**src/rtl/seg7_pkg.sv**
```systemverilog
// Shared seven-segment definitions: glyph codes, segment bit positions and
// decoder FSM encoding, common to the BCD encoder and the segment decoder.
package seg7_pkg;

    localparam int SEG_A = 0;
    localparam int SEG_B = 1;
    localparam int SEG_C = 2;
    localparam int SEG_D = 3;
    localparam int SEG_E = 4;
    localparam int SEG_F = 5;
    localparam int SEG_G = 6;

    // Active-high glyph codes, bit0 = segment a ... bit6 = segment g.
    localparam logic [6:0] GLYPH_0 = 7'h3F;
    localparam logic [6:0] GLYPH_1 = 7'h06;
    localparam logic [6:0] GLYPH_2 = 7'h5B;
    localparam logic [6:0] GLYPH_3 = 7'h4F;
    localparam logic [6:0] GLYPH_4 = 7'h66;
    localparam logic [6:0] GLYPH_5 = 7'h6D;
    localparam logic [6:0] GLYPH_6 = 7'h7D;
    localparam logic [6:0] GLYPH_7 = 7'h07;
    localparam logic [6:0] GLYPH_8 = 7'h7F;
    localparam logic [6:0] GLYPH_9 = 7'h6F;
    localparam logic [6:0] GLYPH_A = 7'h77;
    localparam logic [6:0] GLYPH_B = 7'h7C;
    localparam logic [6:0] GLYPH_C = 7'h39;
    localparam logic [6:0] GLYPH_D = 7'h5E;
    localparam logic [6:0] GLYPH_E = 7'h79;
    localparam logic [6:0] GLYPH_F = 7'h71;
    localparam logic [6:0] SEG_BLANK = 7'h00;

    typedef enum logic {
        ST_SETTLE = 1'b0,
        ST_LOCKED = 1'b1
    } seg7_state_e;

    function automatic logic [6:0] seg7_encode(input logic [3:0] hex);
        logic [6:0] pat;
        case (hex)
            4'h0: pat = GLYPH_0;
            4'h1: pat = GLYPH_1;
            4'h2: pat = GLYPH_2;
            4'h3: pat = GLYPH_3;
            4'h4: pat = GLYPH_4;
            4'h5: pat = GLYPH_5;
            4'h6: pat = GLYPH_6;
            4'h7: pat = GLYPH_7;
            4'h8: pat = GLYPH_8;
            4'h9: pat = GLYPH_9;
            4'hA: pat = GLYPH_A;
            4'hB: pat = GLYPH_B;
            4'hC: pat = GLYPH_C;
            4'hD: pat = GLYPH_D;
            4'hE: pat = GLYPH_E;
            default: pat = GLYPH_F;
        endcase
        return pat;
    endfunction

endpackage

```
**src/rtl/seg7_glyph_lookup.sv**
```systemverilog
// Combinational classifier of an active-high segment pattern into hex value,
// decimal flag, blank flag and invalid flag.
module seg7_glyph_lookup
    import seg7_pkg::*;
(
    input  logic [6:0] pattern_i,
    output logic [3:0] val_o,
    output logic       is_dec_o,
    output logic       blank_o,
    output logic       invalid_o
);

    always_comb begin
        val_o     = 4'h0;
        is_dec_o  = 1'b0;
        blank_o   = 1'b0;
        invalid_o = 1'b0;
        case (pattern_i)
            GLYPH_0: begin val_o = 4'h0; is_dec_o = 1'b1; end
            GLYPH_1: begin val_o = 4'h1; is_dec_o = 1'b1; end
            GLYPH_2: begin val_o = 4'h2; is_dec_o = 1'b1; end
            GLYPH_3: begin val_o = 4'h3; is_dec_o = 1'b1; end
            GLYPH_4: begin val_o = 4'h4; is_dec_o = 1'b1; end
            GLYPH_5: begin val_o = 4'h5; is_dec_o = 1'b1; end
            GLYPH_6: begin val_o = 4'h6; is_dec_o = 1'b1; end
            GLYPH_7: begin val_o = 4'h7; is_dec_o = 1'b1; end
            GLYPH_8: begin val_o = 4'h8; is_dec_o = 1'b1; end
            GLYPH_9: begin val_o = 4'h9; is_dec_o = 1'b1; end
            GLYPH_A: val_o = 4'hA;
            GLYPH_B: val_o = 4'hB;
            GLYPH_C: val_o = 4'hC;
            GLYPH_D: val_o = 4'hD;
            GLYPH_E: val_o = 4'hE;
            GLYPH_F: val_o = 4'hF;
            SEG_BLANK: blank_o = 1'b1;
            default: invalid_o = 1'b1;
        endcase
    end

endmodule

```
**src/rtl/seg7_decoder.sv**
```systemverilog
// Seven-segment line decoder: synchronizes the segment lines, debounces them
// and reports the accepted glyph with a change strobe.
//
// state     | meaning
// ST_SETTLE | candidate pattern being counted toward STABLE_CYCLES samples
// ST_LOCKED | input matches the held pattern
module seg7_decoder
    import seg7_pkg::*;
#(
    parameter bit          ACTIVE_LOW    = 1'b1,
    parameter int unsigned STABLE_CYCLES = 4
) (
    input  logic       i_clk,
    input  logic       i_reset,
    input  logic [6:0] i_seg,
    output logic [3:0] o_val,
    output logic       o_is_dec,
    output logic       o_blank,
    output logic       o_invalid,
    output logic       o_valid,
    output logic       o_locked
);

    localparam logic [6:0]  OFF_LEVEL = ACTIVE_LOW ? 7'h7F : 7'h00;
    localparam logic [15:0] CNT_LAST  = 16'(STABLE_CYCLES - 1);

    logic [6:0]  sync1_q, sync2_q;
    logic [6:0]  p;
    logic [6:0]  cand_q;
    logic [6:0]  held_q;
    logic [15:0] cnt_q;
    seg7_state_e state_q;

    logic [3:0] val_q, val_d;
    logic       is_dec_q, is_dec_d;
    logic       blank_q, blank_d;
    logic       invalid_q, invalid_d;
    logic       valid_q, locked_q;

    assign p = ACTIVE_LOW ? ~sync2_q : sync2_q;

    // cand_q is last cycle's p; cnt_q counts how many further samples matched it,
    // so acceptance uses the candidate even if p moved on this very cycle.
    seg7_glyph_lookup u_lookup (
        .pattern_i (cand_q),
        .val_o     (val_d),
        .is_dec_o  (is_dec_d),
        .blank_o   (blank_d),
        .invalid_o (invalid_d)
    );

    always_ff @(posedge i_clk) begin
        if (i_reset) begin
            sync1_q   <= OFF_LEVEL;
            sync2_q   <= OFF_LEVEL;
            cand_q    <= SEG_BLANK;
            held_q    <= SEG_BLANK;
            cnt_q     <= 16'd0;
            state_q   <= ST_SETTLE;
            val_q     <= 4'h0;
            is_dec_q  <= 1'b0;
            blank_q   <= 1'b1;
            invalid_q <= 1'b0;
            valid_q   <= 1'b0;
            locked_q  <= 1'b0;
        end else begin
            sync1_q <= i_seg;
            sync2_q <= sync1_q;
            cand_q  <= p;
            valid_q <= 1'b0;
            case (state_q)
                ST_SETTLE: begin
                    if (cnt_q == CNT_LAST) begin
                        state_q  <= ST_LOCKED;
                        locked_q <= 1'b1;
                        cnt_q    <= 16'd0;
                        if (cand_q != held_q) begin
                            held_q    <= cand_q;
                            val_q     <= val_d;
                            is_dec_q  <= is_dec_d;
                            blank_q   <= blank_d;
                            invalid_q <= invalid_d;
                            valid_q   <= 1'b1;
                        end
                    end else if (p == cand_q) begin
                        cnt_q <= cnt_q + 16'd1;
                    end else begin
                        cnt_q <= 16'd0;
                    end
                end
                ST_LOCKED: begin
                    if (p != held_q) begin
                        state_q  <= ST_SETTLE;
                        locked_q <= 1'b0;
                        cnt_q    <= 16'd0;
                    end
                end
                default: begin
                    state_q  <= ST_SETTLE;
                    locked_q <= 1'b0;
                    cnt_q    <= 16'd0;
                end
            endcase
        end
    end

    assign o_val     = val_q;
    assign o_is_dec  = is_dec_q;
    assign o_blank   = blank_q;
    assign o_invalid = invalid_q;
    assign o_valid   = valid_q;
    assign o_locked  = locked_q;

endmodule

```
**config.mk**
```make
export PLATFORM = sky130hd
export DESIGN_NAME = seg7_decoder
export DESIGN_NICKNAME = d
export VERILOG_FILES = /design/src/rtl/seg7_pkg.sv /design/src/rtl/seg7_glyph_lookup.sv /design/src/rtl/seg7_decoder.sv
export SDC_FILE = /design/constraint.sdc
export NUM_CORES = 1
export LEC_CHECK = 0
export BUFFER_PORTS_ARGS = -buffer_cell sky130_fd_sc_hd__buf_2
export CELL_PAD_IN_SITES_DETAIL_PLACEMENT = 1
export CELL_PAD_IN_SITES_GLOBAL_PLACEMENT = 1
export CORE_ASPECT_RATIO = 1.4
export CORE_UTILIZATION = 42
export DETAILED_ROUTE_END_ITERATION = 7
export PLACE_DENSITY = 0.78
export RECOVER_POWER = 25
export REMOVE_ABC_BUFFERS = 1
export SKIP_LAST_GASP = 1
export SLEW_MARGIN = 20
export SYNTH_ARGS = -nofsm -noshare
export SYNTH_HDL_FRONTEND = slang
export SYNTH_SLANG_ARGS = --single-unit
export TNS_END_PERCENT = 30
```
**constraint.sdc**
```tcl
create_clock -name i_clk -period 5.7 [get_ports i_clk]
set_clock_uncertainty 0.1 [all_clocks]
set_input_delay 0.57 -clock i_clk [delete_from_list [all_inputs] [get_ports i_clk]]
set_output_delay 0.57 -clock i_clk [all_outputs]
set_load 0.01 [all_outputs]
```
==> impl_metrics.csv, run 1 <==
group,metric,value,unit
pwr,powerDensity,255,nW/µm²
clock_network,cts_root_buf,"clkbuf_8",
sta,worstMarginPinSlew,1.61,ns
logic_synthesis,yosys-top-cells-area,"dfxtp_1, xnor2_1, xor2_1, nor2_1, nand2_1",
detailed_routing,highest_layer,"met4",
sta,slew_viol_final,43,
global_route,grt_pass1_vias,2026,
critical_path,cp.arrival,2.66,ns
floorplan,start_util,44.6,%
placed_design,portBuffers,17,
floorplan,core_region_area,5610,µm²
global_route,grt_overflow_total,0,
logic_synthesis,ys_ff_latch,54,
floorplan,die_h,93.2,µm
critical_path,cp-end-kind,"register",
floorplan,die-width,67.2,µm
finish,fill_cells,690,
worst_hold_path,hold_path_end,"sync2_q[2]",
global_route,grt_start_max_net_pins,43,
logic_synthesis,yosysUniqueCellTypes,42,
logic_synthesis,synthArstFlopShare,0,%
detailed_routing,wl_per_cell,15.2,µm
sta,tns,0,ns
clock_network,clockBufferDepth,2,
outcome,outcome,"finished, violations left",
critical_path,path_class,"register to register",
placed_design,dp_hpwl,4080,µm
critical_path,cp_data_required_time,5.83,ns
logic_synthesis,synth_top_area_cell,"dfxtp_1",
finish,antennaDiodeCount,0,
pwr,leakage,0.953,nW
job,drv_cap,1,
logic_synthesis,synth_edf_count,0,
logic_synthesis,syn_avg_cell_area,8.61,µm²
detailed_routing,vias_per_cell,5.51,
clock_network,post_cts_buffers,0,
worst_hold_path,hold_class,"register to register",
detailed_routing,m1WireLength,2280,µm
clock_network,clkSinkCount,54,
clock_network,cts_resized,0,
worst_hold_path,min-delay-start,"sync1_q[2]",
critical_path,rrSetupSlack,3.16,ns
sta,hold_violations,0,
global_route,grt_pass1_wl,9410,µm
sta,period_needed,2.54,ns
detailed_routing,initialDrtViolationCount,90,
clock_network,cts_tree,"built",
critical_path,reg2reg_from,"cnt_q[0]",
clock_network,postCtsHoldBufs,0,
detailed_routing,wl_met2,2940,µm
logic_synthesis,yosys_warnings,0,
finish,synthToLayoutAreaGrowth,6.91,%
global_route,grt_antenna_before_repair,0,
floorplan,rows,32,
clock_network,htreeDepth,2,
detailed_routing,ant_nets,0,
logic_synthesis,synthesis.area,2500,µm²
pwr,irDropWorstVdd,0.130,mV
global_route,grt.total_usage,19.7,%
sta,finalSetupViolations,0,
finish,layout-drive-gt1-share,13.9,%
floorplan,io_pins,18,
worst_hold_path,min_path_cells,1,
clock_network,cts.clk_slew.worst_paths,0.10,ns
finish,nNetsFinal,305,
clock_network,cts_buffers,5,
critical_path,reg2reg_depth,7,
logic_synthesis,synth_top_cell_area_share,43.3,%
detailed_routing,dr_wl_met3,137,µm
logic_synthesis,syn_inst,290,
detailed_routing,drtPass1Iterations,4,
detailed_routing,dr_total_vias,1999,
critical_path,cp_max_fo,11,
sta,max_freq,0.394,GHz
floorplan,dieArea,6260,µm²
sta,max_slew_margin,-7.50,%
detailed_routing,wl,5530,µm
clock_network,insertion_delay,0.31,ns
logic_synthesis,ys_seq_area_share,43.3,%
placed_design,place.gp.congestion,0.822,
logic_synthesis,synth_ff_type,"dfxtp_1",
outcome,violations,"max-capacitance violations, max-slew violations",
sta,rsz0062_at_grt,"no",
critical_path,startpoint_type,"register",
critical_path,timing.rr.end,"o_invalid",
sta,hold_slack,0.320,ns
detailed_routing,route.detailed.drc,0,
sta,fin_crit_sh,44.5,%
## worst max path at each step
stage / startpoint / end / slack [ns] / cells past startpoint
finish: cnt_q[0] / o_invalid / 3.16 / 7
global route: cnt_q[0] / o_invalid / 2.88 / 7
CTS: cnt_q[0] / o_invalid / 3.16 / 7
detailed placement: cnt_q[0] / o_invalid / 3.18 / 7
global placement: cnt_q[0] / o_invalid / 3.27 / 7
floorplan: cnt_q[0] / o_invalid / 3.48 / 7
## power breakdown
part	internal, mW	total, mW	switching [mW]
logic	0.0159	0.0352	0.0193
clock network	0.129	0.253	0.123
registers	0.384	0.393	0.00923
## kinds of logic after synthesis
family,after synthesis,share of synthesized area (%)
AO/OA/AOI/OAI,29,7.32
XOR/XNOR,35,12.3
buffers and inverters,22,4.61
multiplexers,4,1.60
AND/OR/NAND/NOR,145,30.4
flip-flops,54,43.3
adder cells (fa/ha/maj),1,0.501
## cell usage in the layout (no fill, tap or decap), drive strengths merged, types with 3 or more instances in the layout
cell    instances
clkbuf          6
nand2          28
nand3           5
xnor2          19
and3            3
buf            16
nor3           14
mux2i           4
nor4            8
a21oi          14
dfxtp          54
nand2b          4
xor2           16
and2            4
nand4          13
or2            15
nor2b           3
inv             3
nor2           36
or3             3
o21ai           4
## area by class of cell
| class | instances | area, µm² | area share (%) |
|---|---|---|---|
| clock buffers | 5 | 68.8 | 2.58 |
| clock inverters | 2 | 38.8 | 1.45 |
| inverters | 3 | 11.3 | 0.422 |
| multi-input cells | 214 | 1300 | 48.7 |
| flip-flops and latches | 54 | 1080 | 40.5 |
| well taps | 68 | 85.1 | 3.19 |
| repair buffers | 17 | 83.8 | 3.14 |
## registers in the layout, summed over array words and instances, names as in the netlist
register	cells
cand_q	7
cnt_q	16
held_q	7
o_blank	1
o_invalid	1
o_is_dec	1
o_locked	1
o_val	4
o_valid	1
state_q	1
sync1_q	7
sync2_q	7
## cells in the mapped netlist (2+ instances only)
cell type / instances
and2_1: 4
o32a_1: 2
a311oi_1: 2
mux2i_1: 4
nand2b_1: 4
nor2b_1: 3
dfxtp_1: 54
or3_1: 3
a21oi_1: 14
inv_1: 3
buf_6: 2
buf_2: 5
o21ai_0: 4
nand2_1: 28
clkbuf_1: 9
nor2_1: 34
a21o_1: 2
xnor2_1: 19
xor2_1: 16
buf_4: 3
nor3_1: 14
or2_2: 15
and4_1: 2
nand4_1: 13
nand3_1: 5
nor4_1: 8
and3_1: 3
## per-stage QoR
stage | cells | utilization [%] | power [mW] | setup slack (ns) | area [µm²]
detailed placement | 356 | 45.7 | 0.438 | 3.18 | 2560
finish | 363 | 47.6 | 0.681 | 3.16 | 2670
floorplan | 271 | - | 0.423 | 3.48 | 2390
CTS | 363 | 47.7 | 0.688 | 3.16 | 2670
global route | 363 | 47.6 | 0.706 | 2.88 | 2670
global placement | 356 | 45.7 | 0.437 | 3.27 | 2560
## worst max-delay path, stage by stage, from the launching register on
cell and delay (ns):
dfxtp_1 0.38, ha_1 0.30, nor4b_2 0.23, nand4_1 0.22, nor2_4 0.22, nand2b_1 0.27
or4_1 0.59, a21oi_1 0.15
## layer usage
| layer | up-vias | GRT usage [%] |
|---|---|---|
| met1 | 955 | 21.5 |
| met4 | 0 | 9.40 |
| met5 | - | 0 |
| met3 | 13 | 2.80 |
| li1 | 993 | - |
| met2 | 38 | 35.8 |
Power figures use the tool's default switching activity.
==> inputs of run 2 (changes only) <==
==> constraint.sdc (replaced) <==
create_clock -name i_clk -period 2.65 [get_ports i_clk]
set_clock_uncertainty 0.1 [all_clocks]
set_input_delay 0.265 -clock i_clk [delete_from_list [all_inputs] [get_ports i_clk]]
set_output_delay 0.265 -clock i_clk [all_outputs]
set_load 0.01 [all_outputs]
==> run 2 against run 1 <==
The run now ends clean; setup slack worse by 2.8 ns; sequential share of layout area down 0.60 points; sequential cell count did not move; critical path depth stayed put; sequential power increased by 110%; total power is 120% higher; clock power rose by 120%; maximum frequency grew 9.0%.
==> impl_metrics.csv, run 2 (synthesized netlist as in run 1, its figures left out) <==
group,metric,value,unit
clock_network,post_cts_buffers,0,
worst_hold_path,min-delay-start,"i_seg[2]",
global_route,use_met3,3.29,%
clock_network,postCtsHoldBufs,0,
finish,final_cell_mix,"dfxtp_1, nor2_1, nand2_1, xnor2_1",
sta,hold_violations,0,
critical_path,cp-end-kind,"register",
critical_path,cp_data_required_time,2.79,ns
floorplan,io_pins,18,
floorplan,dieArea,6260,µm²
placed_design,dp_hpwl,4380,µm
sta,fin_crit_sh,87.9,%
detailed_routing,vias_per_cell,5.53,
critical_path,startpoint_type,"register",
detailed_routing,ant_nets,0,
critical_path,cp.arrival,2.47,ns
critical_path,startpoint,"cnt_q[0]",
critical_path,cp_max_fo,7,
clock_network,cts.clk_slew.worst_paths,0.10,ns
finish,layout-drive-gt1-share,15.3,%
placed_design,place.gp.congestion,0.881,
global_route,grt_start_max_net_pins,27,
critical_path,reg2reg_from,"cnt_q[0]",
global_route,grt_antenna_before_repair,0,
pwr,irDropWorstVdd,0.277,mV
floorplan,rows,32,
sta,period_needed,2.33,ns
critical_path,crit_path_top_delay_cell,"or4_1",
clock_network,insertion_delay,0.31,ns
global_route,grt_pass1_vias,2074,
sta,rsz0062_at_grt,"no",
global_route,grt_pass1_wl,9810,µm
finish,fill_cells,701,
worst_hold_path,hold_class,"input pin to register",
floorplan,die_h,93.2,µm
detailed_routing,initialDrtViolationCount,97,
floorplan,core_region_area,5610,µm²
critical_path,reg2reg_depth,7,
detailed_routing,wl,5840,µm
clock_network,clockBufferDepth,2,
clock_network,htreeDepth,2,
finish,nNetsFinal,310,
global_route,grt_overflow_total,0,
clock_network,clkSinkCount,54,
detailed_routing,drtPass1Iterations,6,
sta,tns,0,ns
finish,largest_reg_flops,16,
clock_network,cts_root_buf,"clkbuf_8",
sta,worstMarginPinSlew,1.00,ns
floorplan,die-width,67.2,µm
global_route,grt.total_usage,20.9,%
finish,synthToLayoutAreaGrowth,8.52,%
finish,largest_register,"cnt_q",
detailed_routing,route.detailed.drc,0,
finish,antennaDiodeCount,0,
critical_path,path_class,"register to register",
placed_design,portBuffers,17,
outcome,outcome,"completed",
finish,layout_commonest_cell,"dfxtp_1",
critical_path,critPathMaxStageDelay,0.52,ns
critical_path,path_cells,"ha_1, nor4b_2, nand4_1, nor2_4, nand2b_1, or4_1, a21oi_1",
detailed_routing,dr_total_vias,2040,
sta,max_slew_margin,33.2,%
finish,fin_util,48.3,%
job,drv_cap,0,
pwr,powerDensity,547,nW/µm²
detailed_routing,wl_per_cell,15.8,µm
global_route,grt-busiest-layer,"met2",
clock_network,cts_resized,0,
floorplan,start_util,44.6,%
clock_network,cts_buffers,5,
clock_network,cts_tree,"built",
sta,slew_viol_final,0,
sta,finalSetupViolations,0,
global_route,grtUsageMet2,38.5,%
worst_hold_path,min_path_cells,2,
pwr,leakage,0.970,nW
global_route,met1_usage,23.1,%
sta,max_freq,0.429,GHz
-- run 2: cell count changes in the layout (fill, tap and decap cells not counted), sizes merged --
cell      previous run  this run
buf                 16        20
clkinvlp             0         2
clkbuf               6         7
clkinv               1         0
-- run 2: layout make-up --
type	count	area [µm²]	share of cell area (%)
flip-flops and latches	54	1080	39.9
well taps	68	85.1	3.14
inverters	3	11.3	0.416
clock buffers	5	68.8	2.54
repair buffers	22	118	4.34
clock inverters	3	45.0	1.66
multi-input cells	214	1300	48.0
-- run 2: critical path, delay by kind of cell (launching register included) --
kind                       cells  cell delay [ns]
AOI/OAI and AO/OA              1             0.14
and+or+nand+nor                5             1.33
DFF                            1             0.38
adders and majority gates      1             0.31
-- run 2: metrics by stage --
stage	setup slack [ns]	std cells	hold slack, ns	cell area [µm²]	total power [mW]
3_5_place_dp	0.363	361	0.300	2600	0.946
4_1_cts	0.335	369	0.0274	2720	1.50
2_1_floorplan	0.430	271	0.232	2390	0.909
6_report	0.321	369	0.0293	2710	1.48
3_3_place_gp	0.418	361	0.290	2600	0.942
5_1_grt	0.176	369	0.0128	2710	1.54
-- run 2: final timing paths --
kind	to	slack [ns]
worst max-delay path	o_invalid	0.32
worst min-delay path	sync1_q[2]	0.03
worst max register to register	o_invalid	0.32
worst min register to register	sync2_q[3]	0.32
-- run 2: layer usage --
metal  wire length (µm)  vias up
met2               3150       33
li1                   -     1004
met3                139       12
met1               2390      991
met5                  0        -
met4                154        0
-- run 2: power by group --
group / total (mW) / internal (mW) / switching [mW]
registers: 0.844 / 0.826 / 0.0183
clock network: 0.555 / 0.281 / 0.274
logic: 0.0818 / 0.0352 / 0.0467
==> inputs of run 3 (changes only) <==
--- a/config.mk
+++ b/config.mk
@@ -5,7 +5,7 @@
 export SDC_FILE = /design/constraint.sdc
 export NUM_CORES = 1
 export LEC_CHECK = 0
-export BUFFER_PORTS_ARGS = -buffer_cell sky130_fd_sc_hd__buf_2
+export BUFFER_PORTS_ARGS = -buffer_cell sky130_fd_sc_hd__clkbuf_2
 export CELL_PAD_IN_SITES_DETAIL_PLACEMENT = 1
 export CELL_PAD_IN_SITES_GLOBAL_PLACEMENT = 1
 export CORE_ASPECT_RATIO = 1.4
@@ -15,7 +15,6 @@
 export RECOVER_POWER = 25
 export REMOVE_ABC_BUFFERS = 1
 export SKIP_LAST_GASP = 1
-export SLEW_MARGIN = 20
 export SYNTH_ARGS = -nofsm -noshare
 export SYNTH_HDL_FRONTEND = slang
 export SYNTH_SLANG_ARGS = --single-unit
==> run 3 against run 2 <==
Combinational power decreased by 2%; critical path depth unchanged; sequential cell count unchanged; core utilization about the same; global-route usage increased by 0.76 points; final cell count unchanged; register-to-register slack got worse by 0.07 ns; routed wire length increased by 1.4%; non-clock buffer count unchanged; sequential share of layout area about the same; largest cell class unchanged.
==> impl_metrics.csv, run 3 (synthesized netlist as in run 1, its figures left out) <==
group,metric,value,unit
outcome,outcome,"completed",
clock_network,clockBufferDepth,2,
pwr,p_comb_share,5.3,%
global_route,grt.total_usage,21.7,%
finish,nNetsFinal,310,
global_route,grt_pass1_vias,2175,
worst_hold_path,hold_class,"input pin to register",
critical_path,reg2reg_depth,7,
pwr,powerDensity,553,nW/µm²
clock_network,insertion_delay,0.32,ns
floorplan,io_pins,18,
floorplan,die-width,67.2,µm
pwr,power_frac_clock,38.4,%
global_route,grt_antenna_before_repair,0,
placed_design,pre_cts_ws,0.350,ns
finish,layout_commonest_cell,"dfxtp_1",
detailed_routing,wl,5920,µm
clock_network,clkSinkCount,54,
sta,rsz0062_at_grt,"no",
placed_design,place.gp.congestion,0.882,
critical_path,cp.arrival,2.55,ns
clock_network,cts.clk_slew.worst_paths,0.10,ns
critical_path,cp_data_required_time,2.80,ns
sta,tns,0,ns
finish,antennaDiodeCount,0,
floorplan,core_region_area,5610,µm²
sta,max_freq,0.416,GHz
critical_path,crit_end,"o_invalid",
pwr,p_switching,0.352,mW
pwr,intPower,1.15,mW
sta,hold_violations,0,
critical_path,startpoint_type,"register",
finish,largest_register,"cnt_q",
finish,final_cell_mix,"dfxtp_1, nor2_1, nand2_1, xnor2_1",
detailed_routing,initialDrtViolationCount,168,
placed_design,place_area,2600,µm²
pwr,p_sw_share,23.5,%
clock_network,post_cts_buffers,0,
critical_path,reg2reg_from,"cnt_q[0]",
job,drv_cap,0,
clock_network,htreeDepth,2,
sta,slew_viol_final,0,
sta,max_slew_margin,32.5,%
placed_design,place_inst,361,
detailed_routing,vias_per_cell,5.51,
placed_design,portBuffers,17,
sta,fin_crit_sh,90.6,%
detailed_routing,dr_total_vias,2032,
placed_design,dp_hpwl,4370,µm
detailed_routing,drtPass1Iterations,4,
global_route,grt_start_max_net_pins,27,
global_route,grt_overflow_total,0,
detailed_routing,ant_nets,0,
floorplan,dieArea,6260,µm²
global_route,grt_pass1_wl,10200,µm
finish,finalNonFillerCells,369,
clock_network,cts_resized,0,
clock_network,postCtsHoldBufs,0,
sta,period_needed,2.40,ns
critical_path,timing.rr.end,"o_invalid",
finish,fill_cells,698,
critical_path,startpoint,"cnt_q[0]",
finish,layout-drive-gt1-share,15.3,%
floorplan,rows,32,
detailed_routing,wl_per_cell,16.0,µm
finish,finalInstanceArea,2710,µm²
pwr,leakage,0.973,nW
clock_network,cts_buffers,5,
pwr,seqPwrFrac,56.3,%
clock_network,cts_tree,"built",
sta,worstMarginPinSlew,1.01,ns
floorplan,start_util,44.6,%
critical_path,rrSetupSlack,0.25,ns
critical_path,cp_max_fo,7,
floorplan,die_h,93.2,µm
critical_path,cp-end-kind,"register",
sta,fin_ws,0.248,ns
sta,finalSetupViolations,0,
pwr,irDropWorstVdd,0.386,mV
finish,synthToLayoutAreaGrowth,8.62,%
clock_network,cts_root_buf,"clkbuf_8",
finish,largest_reg_flops,16,
critical_path,path_class,"register to register",
detailed_routing,route.detailed.drc,0,
run 3: changes by cell type in the layout (fill, tap and decap cells not counted):
cell	previous run	this run
clkinv_4	0	1
buf_2	16	0
clkbuf_2	0	16
inv_6	0	1
clkinvlp_4	2	0
run 3: per-layer routing:
metal	track usage [%]	up-vias	wire length (µm)	share of wire (%)
li1	-	1009	-	-
met1	22.3	980	2400	40
met2	40.8	31	3240	55
met3	4.39	12	150	2.5
met4	8.33	0	138	2.3
met5	0	-	0	0
run 3: layout make-up:
| cell class | instances | area [µm²] | share of cell area (%) |
|---|---|---|---|
| clock inverter | 3 | 47.5 | 1.75 |
| inverter | 3 | 11.3 | 0.415 |
| clock buffer | 5 | 68.8 | 2.54 |
| sequential | 54 | 1080 | 39.9 |
| tap | 68 | 85.1 | 3.14 |
| timing repair buffer | 22 | 118 | 4.34 |
| multi-input combinational | 214 | 1300 | 48.0 |
run 3: stage by stage:
stage | total power [mW] | utilization (%) | hold slack [ns]
6_report | 1.50 | 48.4 | 0.0313
5_1_grt | 1.56 | 48.4 | 0.0195
4_1_cts | 1.52 | 48.5 | 0.0252
3_5_place_dp | 0.945 | 46.4 | 0.297
3_3_place_gp | 0.941 | 46.4 | 0.291
2_1_floorplan | 0.909 | - | 0.232
run 3: power groups by stage:
stage | Clock (mW) | Combinational [mW] | Sequential, mW
final | 0.575 | 0.0798 | 0.845
after global routing | 0.624 | 0.0911 | 0.848
after CTS | 0.588 | 0.0825 | 0.845
after detailed placement | 0 | 0.0812 | 0.864
after global placement | 0 | 0.0791 | 0.862
after floorplan | 0 | 0.0507 | 0.859
run 3: how the worst min path moves through the flow:
| stage | startpoint | end | slack, ns | cells past startpoint |
|---|---|---|---|---|
| floorplan | i_reset | cand_q[0] | 0.23 | 1 |
| global placement | sync1_q[6] | sync2_q[6] | 0.29 | 1 |
| detailed placement | sync1_q[0] | sync2_q[0] | 0.30 | 1 |
| CTS | i_seg[1] | sync1_q[1] | 0.03 | 2 |
| global route | i_seg[0] | sync1_q[0] | 0.02 | 2 |
| finish | i_seg[1] | sync1_q[1] | 0.03 | 2 |
run 3: critical path, stage by stage (launching register included):
cell,delay [ns]
dfxtp_1,0.38
ha_1,0.30
nor4b_2,0.30
nand4_1,0.24
nor2_4,0.25
nand2b_1,0.10
or4_1,0.53
a21oi_1,0.14
